[config.mk]
export PLATFORM = sky130hd
export DESIGN_NAME = fifo_tx_reader
export DESIGN_NICKNAME = d
export VERILOG_FILES = /design/src/rtl/fifo_tx_reader.sv
export SDC_FILE = /design/constraint.sdc
export NUM_CORES = 1
export LEC_CHECK = 0
export CAP_MARGIN = 0
export CORE_MARGIN = 10
export CORE_UTILIZATION = 55
export DETAILED_ROUTE_END_ITERATION = 10
export GPL_ROUTABILITY_DRIVEN = 1
export MAX_ROUTING_LAYER = met4
export PLACE_DENSITY_LB_ADDON = 0.3
export SLEW_MARGIN = 20
export SYNTH_ARGS = -nofsm -noshare
export SYNTH_HDL_FRONTEND = slang
export SYNTH_SLANG_ARGS = --single-unit
export TNS_END_PERCENT = 10
[constraint.sdc]
create_clock -name clk -period 3.5 [get_ports clk]
set_input_delay 0.525 -clock clk [delete_from_list [all_inputs] [get_ports clk]]
set_output_delay 0.525 -clock clk [all_outputs]
set_load 0.05 [all_outputs]
[src/rtl/fifo_tx_reader.sv]
`default_nettype none
// ============================================================================
// Module      : fifo_tx_reader
// Description : Pops words from a FIFO and sends each one as an 8N1-style
//               serial frame (start, LSB-first payload, [parity], stop).
//               Optional even parity: define FIFO_TX_READER_PARITY_EN.
// Revision    : 1.0 - initial release
// ============================================================================
module fifo_tx_reader #(
    parameter int CLK_FREQ_HZ = 50000000,
    parameter int BAUD_RATE   = 115200,
    parameter int DATA_WIDTH  = 8
) (
    input  logic                  clk,
    input  logic                  rst,
    input  logic                  enable,
    input  logic                  fifo_ready,
    input  logic                  fifo_empty,
    input  logic [DATA_WIDTH-1:0] fifo_data,
    output logic                  pop_clock,
    output logic                  tx,
    output logic                  busy,
    output logic                  tx_done
);

    localparam int c_CLKS_PER_BIT = CLK_FREQ_HZ / BAUD_RATE;
    localparam int c_CNT_W        = (c_CLKS_PER_BIT > 1) ? $clog2(c_CLKS_PER_BIT) : 1;
    localparam int c_BIT_W        = (DATA_WIDTH > 1) ? $clog2(DATA_WIDTH) : 1;
    localparam logic [c_CNT_W-1:0] c_CNT_LAST = c_CNT_W'(c_CLKS_PER_BIT - 1);
    localparam logic [c_BIT_W-1:0] c_BIT_LAST = c_BIT_W'(DATA_WIDTH - 1);
    localparam logic [c_CNT_W-1:0] c_CNT_ONE  = c_CNT_W'(1);
    localparam logic [c_BIT_W-1:0] c_BIT_ONE  = c_BIT_W'(1);

    typedef enum logic [2:0] {
        S_IDLE   = 3'd0,
        S_POP    = 3'd1,
        S_LOAD   = 3'd2,
        S_START  = 3'd3,
        S_DATA   = 3'd4,
`ifdef FIFO_TX_READER_PARITY_EN
        S_PARITY = 3'd6,
`endif
        S_STOP   = 3'd5
    } state_t;

    state_t                r_state;
    state_t                w_next_state;
    logic [c_CNT_W-1:0]    r_clk_cnt;
    logic [c_BIT_W-1:0]    r_bit_cnt;
    logic [DATA_WIDTH-1:0] r_shift;
    logic                  w_bit_end;
`ifdef FIFO_TX_READER_PARITY_EN
    logic                  r_parity;
`endif

    assign w_bit_end = (r_clk_cnt == c_CNT_LAST);

    always_ff @(posedge clk) begin
        if (rst) begin
            r_state <= S_IDLE;
        end else begin
            r_state <= w_next_state;
        end
    end

    always_comb begin
        w_next_state = r_state;
        case (r_state)
            S_IDLE: begin
                // fifo_empty only matters here; a refill mid-frame waits for IDLE
                if (enable && fifo_ready && !fifo_empty) begin
                    w_next_state = S_POP;
                end
            end
            S_POP:   w_next_state = S_LOAD;
            S_LOAD:  w_next_state = S_START;
            S_START: begin
                if (w_bit_end) begin
                    w_next_state = S_DATA;
                end
            end
            S_DATA: begin
                if (w_bit_end && (r_bit_cnt == c_BIT_LAST)) begin
`ifdef FIFO_TX_READER_PARITY_EN
                    w_next_state = S_PARITY;
`else
                    w_next_state = S_STOP;
`endif
                end
            end
`ifdef FIFO_TX_READER_PARITY_EN
            S_PARITY: begin
                if (w_bit_end) begin
                    w_next_state = S_STOP;
                end
            end
`endif
            S_STOP: begin
                if (w_bit_end) begin
                    w_next_state = S_IDLE;
                end
            end
            default: w_next_state = S_IDLE;
        endcase
    end

    always_comb begin
        tx = 1'b1;
        case (r_state)
            S_START:  tx = 1'b0;
            S_DATA:   tx = r_shift[0];
`ifdef FIFO_TX_READER_PARITY_EN
            S_PARITY: tx = r_parity;
`endif
            default:  tx = 1'b1;
        endcase
    end

    assign pop_clock = (r_state == S_POP);
    assign busy      = (r_state != S_IDLE);
    assign tx_done   = (r_state == S_STOP) && w_bit_end;

    always_ff @(posedge clk) begin
        if (rst) begin
            r_clk_cnt <= '0;
            r_bit_cnt <= '0;
            r_shift   <= '0;
`ifdef FIFO_TX_READER_PARITY_EN
            r_parity  <= 1'b0;
`endif
        end else begin
            case (r_state)
                S_LOAD: begin
                    r_shift   <= fifo_data;
                    r_bit_cnt <= '0;
                    r_clk_cnt <= '0;
`ifdef FIFO_TX_READER_PARITY_EN
                    r_parity  <= ^fifo_data;
`endif
                end
                S_DATA: begin
                    r_clk_cnt <= w_bit_end ? '0 : (r_clk_cnt + c_CNT_ONE);
                    if (w_bit_end) begin
                        r_shift <= r_shift >> 1;
                        // saturate so the counter never wraps on the last bit
                        if (r_bit_cnt != c_BIT_LAST) begin
                            r_bit_cnt <= r_bit_cnt + c_BIT_ONE;
                        end
                    end
                end
                S_START,
`ifdef FIFO_TX_READER_PARITY_EN
                S_PARITY,
`endif
                S_STOP: begin
                    r_clk_cnt <= w_bit_end ? '0 : (r_clk_cnt + c_CNT_ONE);
                end
                default: begin
                    r_clk_cnt <= '0;
                end
            endcase
        end
    end

endmodule
`default_nettype wire

Yosys cells after proc, flatten, opt, wreduce, memory -nomap -nowiden
Cells that the tools add are included.
Storage, ports and cells
  output and inout bits: 4
  register bits after elaboration: 23
  input port bits: 13
  word-level logic and storage cells: 45
Operators by class
  bitwise operators: 1
  equality and inequality tests: 14
  add/sub/neg operators: 2
  multiplexer cells: 11
  reduce and logical (&&, ||, !) cells: 13
Operators with widths (count)
  $mux 3: 6
  $pmux 3 s6: 1
  $pmux 8 s2: 1
  $ne 2x2->1 const B: 6
  $add 9x1->9 const B: 1
  $eq 3x3->1 const B: 3
  $eq 9x9->1 const B: 1
  $mux 8: 1
  $eq 3x2->1 const B: 2
  $pmux 3 s2: 1
  $reduce_or 3->1: 2
  $logic_and 1x1->1: 4
  $reduce_and 4->1: 1
  $add 3x1->3 const B: 1
  $eq 3x1->1 const B: 1
  $logic_not 3->1: 1
  $ne 3x3->1 const B: 1
  $reduce_and 3->1: 1
  $reduce_bool 3->1: 1
  $pmux 1 s2: 1
  $reduce_and 2->1: 1
  $reduce_bool 2->1: 1
  $logic_not 1->1: 1
  $not 1->1: 1

Depth between registers and ports, before layout
  depth in word-level cells: 4
  depth in mapped cells: 6
  gate-level depth less buffers: 5

Least setup slack after synthesis
OpenSTA, ideal clock, no wires.
  path kind: reg2out
  start point: register r_state[0]
  end point: output port pop_clock
  setup slack: 1123 ps
  buffers on the path: 2
  arrival time: 1852 ps
  stages on the path, launching flop included: 4
  data required time: 2975 ps
  cells stage by stage: dfxtp_1 -> buf_6 -> clkbuf_1 -> nor3b_1
Between the ends
  cells in the longest elaborated chain, start to end: 1
Ends and longest elaborated chain
  from (decl): RTL line 46  | state_t r_state;
  from (signal assigned): RTL line 62  | r_state <= w_next_state;
  $eq 3x1->1: RTL line 119  | assign pop_clock = (r_state == S_POP);
  to (decl): RTL line 20  | output logic pop_clock,
No other way between the ends.

Worst setup path after layout
  start point: register r_clk_cnt[0]
  end point: output port tx_done
Between the ends
  cells in the longest elaborated chain, start to end: 2
Ends and longest elaborated chain
  from (decl): RTL line 48  | logic [c_CNT_W-1:0] r_clk_cnt;
  from (signal assigned): RTL line 142  | r_clk_cnt <= w_bit_end ? '0 : (r_clk_cnt + c_CNT_ONE);
  from (signal assigned): RTL line 156  | r_clk_cnt <= w_bit_end ? '0 : (r_clk_cnt + c_CNT_ONE);
  $eq 9x9->1: RTL line 56  | assign w_bit_end = (r_clk_cnt == c_CNT_LAST);
  $logic_and 1x1->1: RTL line 121  | assign tx_done = (r_state == S_STOP) && w_bit_end;
  to (decl): RTL line 23  | output logic tx_done
No other way between the ends.

==> flow_summary.json <==
{
  "groute.layer.met3.usage_pct": 2.28,
  "cp.arrival_ns": 2.50,
  "status": "complete, no violations",
  "initial_core_util_pct": 57.5,
  "switching_power_mw": 0.162,
  "htree_num_levels": 1,
  "grt_use_met2_pct": 21.7,
  "finalMaxSlewViolations": 0,
  "ant_nets": 0,
  "cp_slowest_stage_delay_ns": 0.81,
  "hp-class": "register to register",
  "grt_usage_pct": 12.6,
  "synth_top_cell_by_area": "dfxtp_1",
  "synthFlopType": "dfxtp_1",
  "cts.path.max_buffers": 2,
  "yosysMostFrequentCell": "dfxtp_1",
  "period_needed_ns": 3.02,
  "core_region_area_mm2": 0.00219,
  "wl_per_cell_um": 16.5,
  "synthTopCellsByCount": "dfxtp_1 (23), nor2_1 (8), a211oi_1 (7), a311oi_1 (7), mux2i_1 (7)",
  "fin_area_mm2": 0.00144,
  "grt_pass1_wl_um": 4540,
  "relSlewSlack_pct": 48.8,
  "power_density_mw_per_mm2": 373,
  "met1_usage_pct": 13.9,
  "synth_edf_count": 0,
  "syn_area_mm2": 0.00126,
  "n_antenna_cell": 0,
  "ioPinCount": 17,
  "drtIter0Drc": 85,
  "cpMaxStageDelayCell": "clkdlybuf4s50_1",
  "seq_area_frac_synth_pct": 36.6,
  "grt_busiest_layer": "met2",
  "yosys-top-cells-area": "dfxtp_1 (37%), mux2i_1 (5.6%), a311oi_1 (4.9%)",
  "path_max_fanout": 14,
  "critical_path_buf_inv_count": 1,
  "syn_nets": 150,
  "grt_max_degree": 18,
  "wirelength_um": 2850,
  "async_reset_ff_share_pct": 0,
  "fillCellCount": 188,
  "cts_num_sinks": 23,
  "multi_input_area_um2": 724,
  "firstDrtPassIters": 4,
  "synth_cell_types": 42,
  "via_per_inst": 6.22,
  "required_ns": 2.97,
  "seq_area_um2": 460,
  "fp.dieArea_mm2": 0.00460,
  "clock.fmax_mhz": 331,
  "rsz0062_at_grt": "no",
  "drc": 0,
  "hpwl_um": 2050,
  "p_int_mw": 0.373,
  "hold_buffers": 0,
  "cts_setup_buffers": 0,
  "max_cap_viol_count": 0,
  "avgSynthCellArea_um2": 9.46,
  "synth_top_cell_area_share_pct": 36.6,
  "leakage_nw": 0.493,
  "fin_nets": 163,
  "power_frac_comb_pct": 20.6,
  "grt_pass1_vias": 1050,
  "clk_latency_ns": 0.31,
  "seqPwrFrac_pct": 56.2,
  "switching_share_pct": 30.3,
  "cts_tree": "done",
  "clkPwrFrac_pct": 23.2,
  "setup-violations-final": 0,
  "crit_type": "register to output port",
  "tightest_slew_ns": 0.766,
  "post_cts_resized": 0,
  "peakVddDrop_uv": 263,
  "path_cells": "ha_1, and4_1, nand3_1, nor2_1, clkdlybuf4s50_1",
  "antenna_found_initial": 0,
  "yosysWarnings": 0,
  "syn_inst": 133,
  "clkTransAtPathRegs_ns": 0.13,
  "drive_above_1_share_pct": 8.97,
  "critPathLaunchType": "register",
  "cts_made_buffers": 3,
  "cp_top_family": "buffers and inverters",
  "ys_ff_latch": 23,
  "post_dp_cell_area_mm2": 0.00141,
  "skew_ns": 0.00366,
  "io_buffers": 16,
  "area_delta_synth_final_pct": 14.2,
  "vias": 1076,
  "gp_congestion": 0.778,
  "die_h_um": 67.8,
  "cts_root_buf": "clkbuf_4",
  "die_w_um": 67.8,
  "placementRows": 17,
  "finalCritPeriodShare_pct": 86.4,
  "end_kind": "output port",
  "hold_violations": 0,
  "setup-tns-final_ns": 0,
  "grt_overflow": 0
}
[cells in the final DEF, fill, tap and decap left out, types with 2 or more instances in the layout]
cell type / synthesis / layout
a311oi_1: 7 / 7
or3b_2: 2 / 2
o21ai_0: 4 / 4
a21oi_1: 6 / 6
inv_1: 6 / 6
mux2i_1: 7 / 7
nand3_1: 4 / 4
xnor2_1: 2 / 2
o2111ai_1: 2 / 2
o22ai_1: 3 / 3
nor2b_1: 2 / 2
dfxtp_1: 23 / 23
clkbuf_4: 0 / 3
nand3b_1: 4 / 4
clkdlybuf4s50_1: 0 / 16
nor2_1: 8 / 8
or3_1: 5 / 5
ha_1: 4 / 4
nor3b_1: 2 / 2
nand2_1: 2 / 2
nand4_1: 4 / 4
a211oi_1: 7 / 7
and4_1: 2 / 2
[metrics by stage]
step                      hold slack, ns  instances  util, %  power (mW)  setup slack, ns
after CTS                          0.506        173     65.6       0.540            0.455
after floorplan                    0.445        133        -       0.382             1.12
after global routing               0.545        173     65.6       0.565            0.311
after detailed placement           0.475        169     64.4       0.417            0.824
after global placement             0.461        169     64.4       0.413            0.896
final                              0.501        173     65.6       0.536            0.476
[power groups by stage]
stage | clock network (mW) | logic (mW) | registers [mW]
6_report | 0.124 | 0.110 | 0.301
5_1_grt | 0.140 | 0.120 | 0.305
4_1_cts | 0.128 | 0.111 | 0.301
3_5_place_dp | 0 | 0.111 | 0.307
3_3_place_gp | 0 | 0.108 | 0.305
2_1_floorplan | 0 | 0.0908 | 0.291
[registers in the layout, indices dropped and copies added, names as in the netlist]
signal	flops
r_bit_cnt	3
r_shift	8
r_clk_cnt	9
r_state	3
[logic make-up after synthesis]
family / after synthesis / share of synthesized area [%]
multiplexers: 7 / 5.57
AND/OR/NAND/NOR: 44 / 23.7
adder cells (fa/ha/maj): 4 / 3.98
AO/OA/AOI/OAI: 37 / 22.3
XOR/XNOR: 3 / 2.09
flip-flops: 23 / 36.6
buffers and inverters: 15 / 5.86
[layout make-up]
type / count / area share [%]
multi-input combinational: 95 / 50.4
sequential: 23 / 32.0
timing repair buffer: 17 / 11.7
tap: 28 / 2.44
clock buffer: 3 / 1.57
inverter: 6 / 1.57
clock inverter: 1 / 0.348
[routing by layer]
metal	vias up	wire length (um)
met2	14	1490
met3	2	106
met1	516	1250
met5	-	0
met4	0	14
li1	544	-
[worst paths after layout]
| check | from | endpoint | slack, ns | depth (start not counted) |
|---|---|---|---|---|
| worst max register to register | r_state[2] | r_shift[1] | 1.55 | 3 |
| worst min-delay path | r_clk_cnt[0] | r_clk_cnt[0] | 0.50 | 1 |
| worst max-delay path | r_clk_cnt[0] | tx_done | 0.48 | 5 |
| worst min register to register | r_clk_cnt[0] | r_clk_cnt[0] | 0.50 | 1 |
No activity file was read; power rests on OpenSTA's default activity.
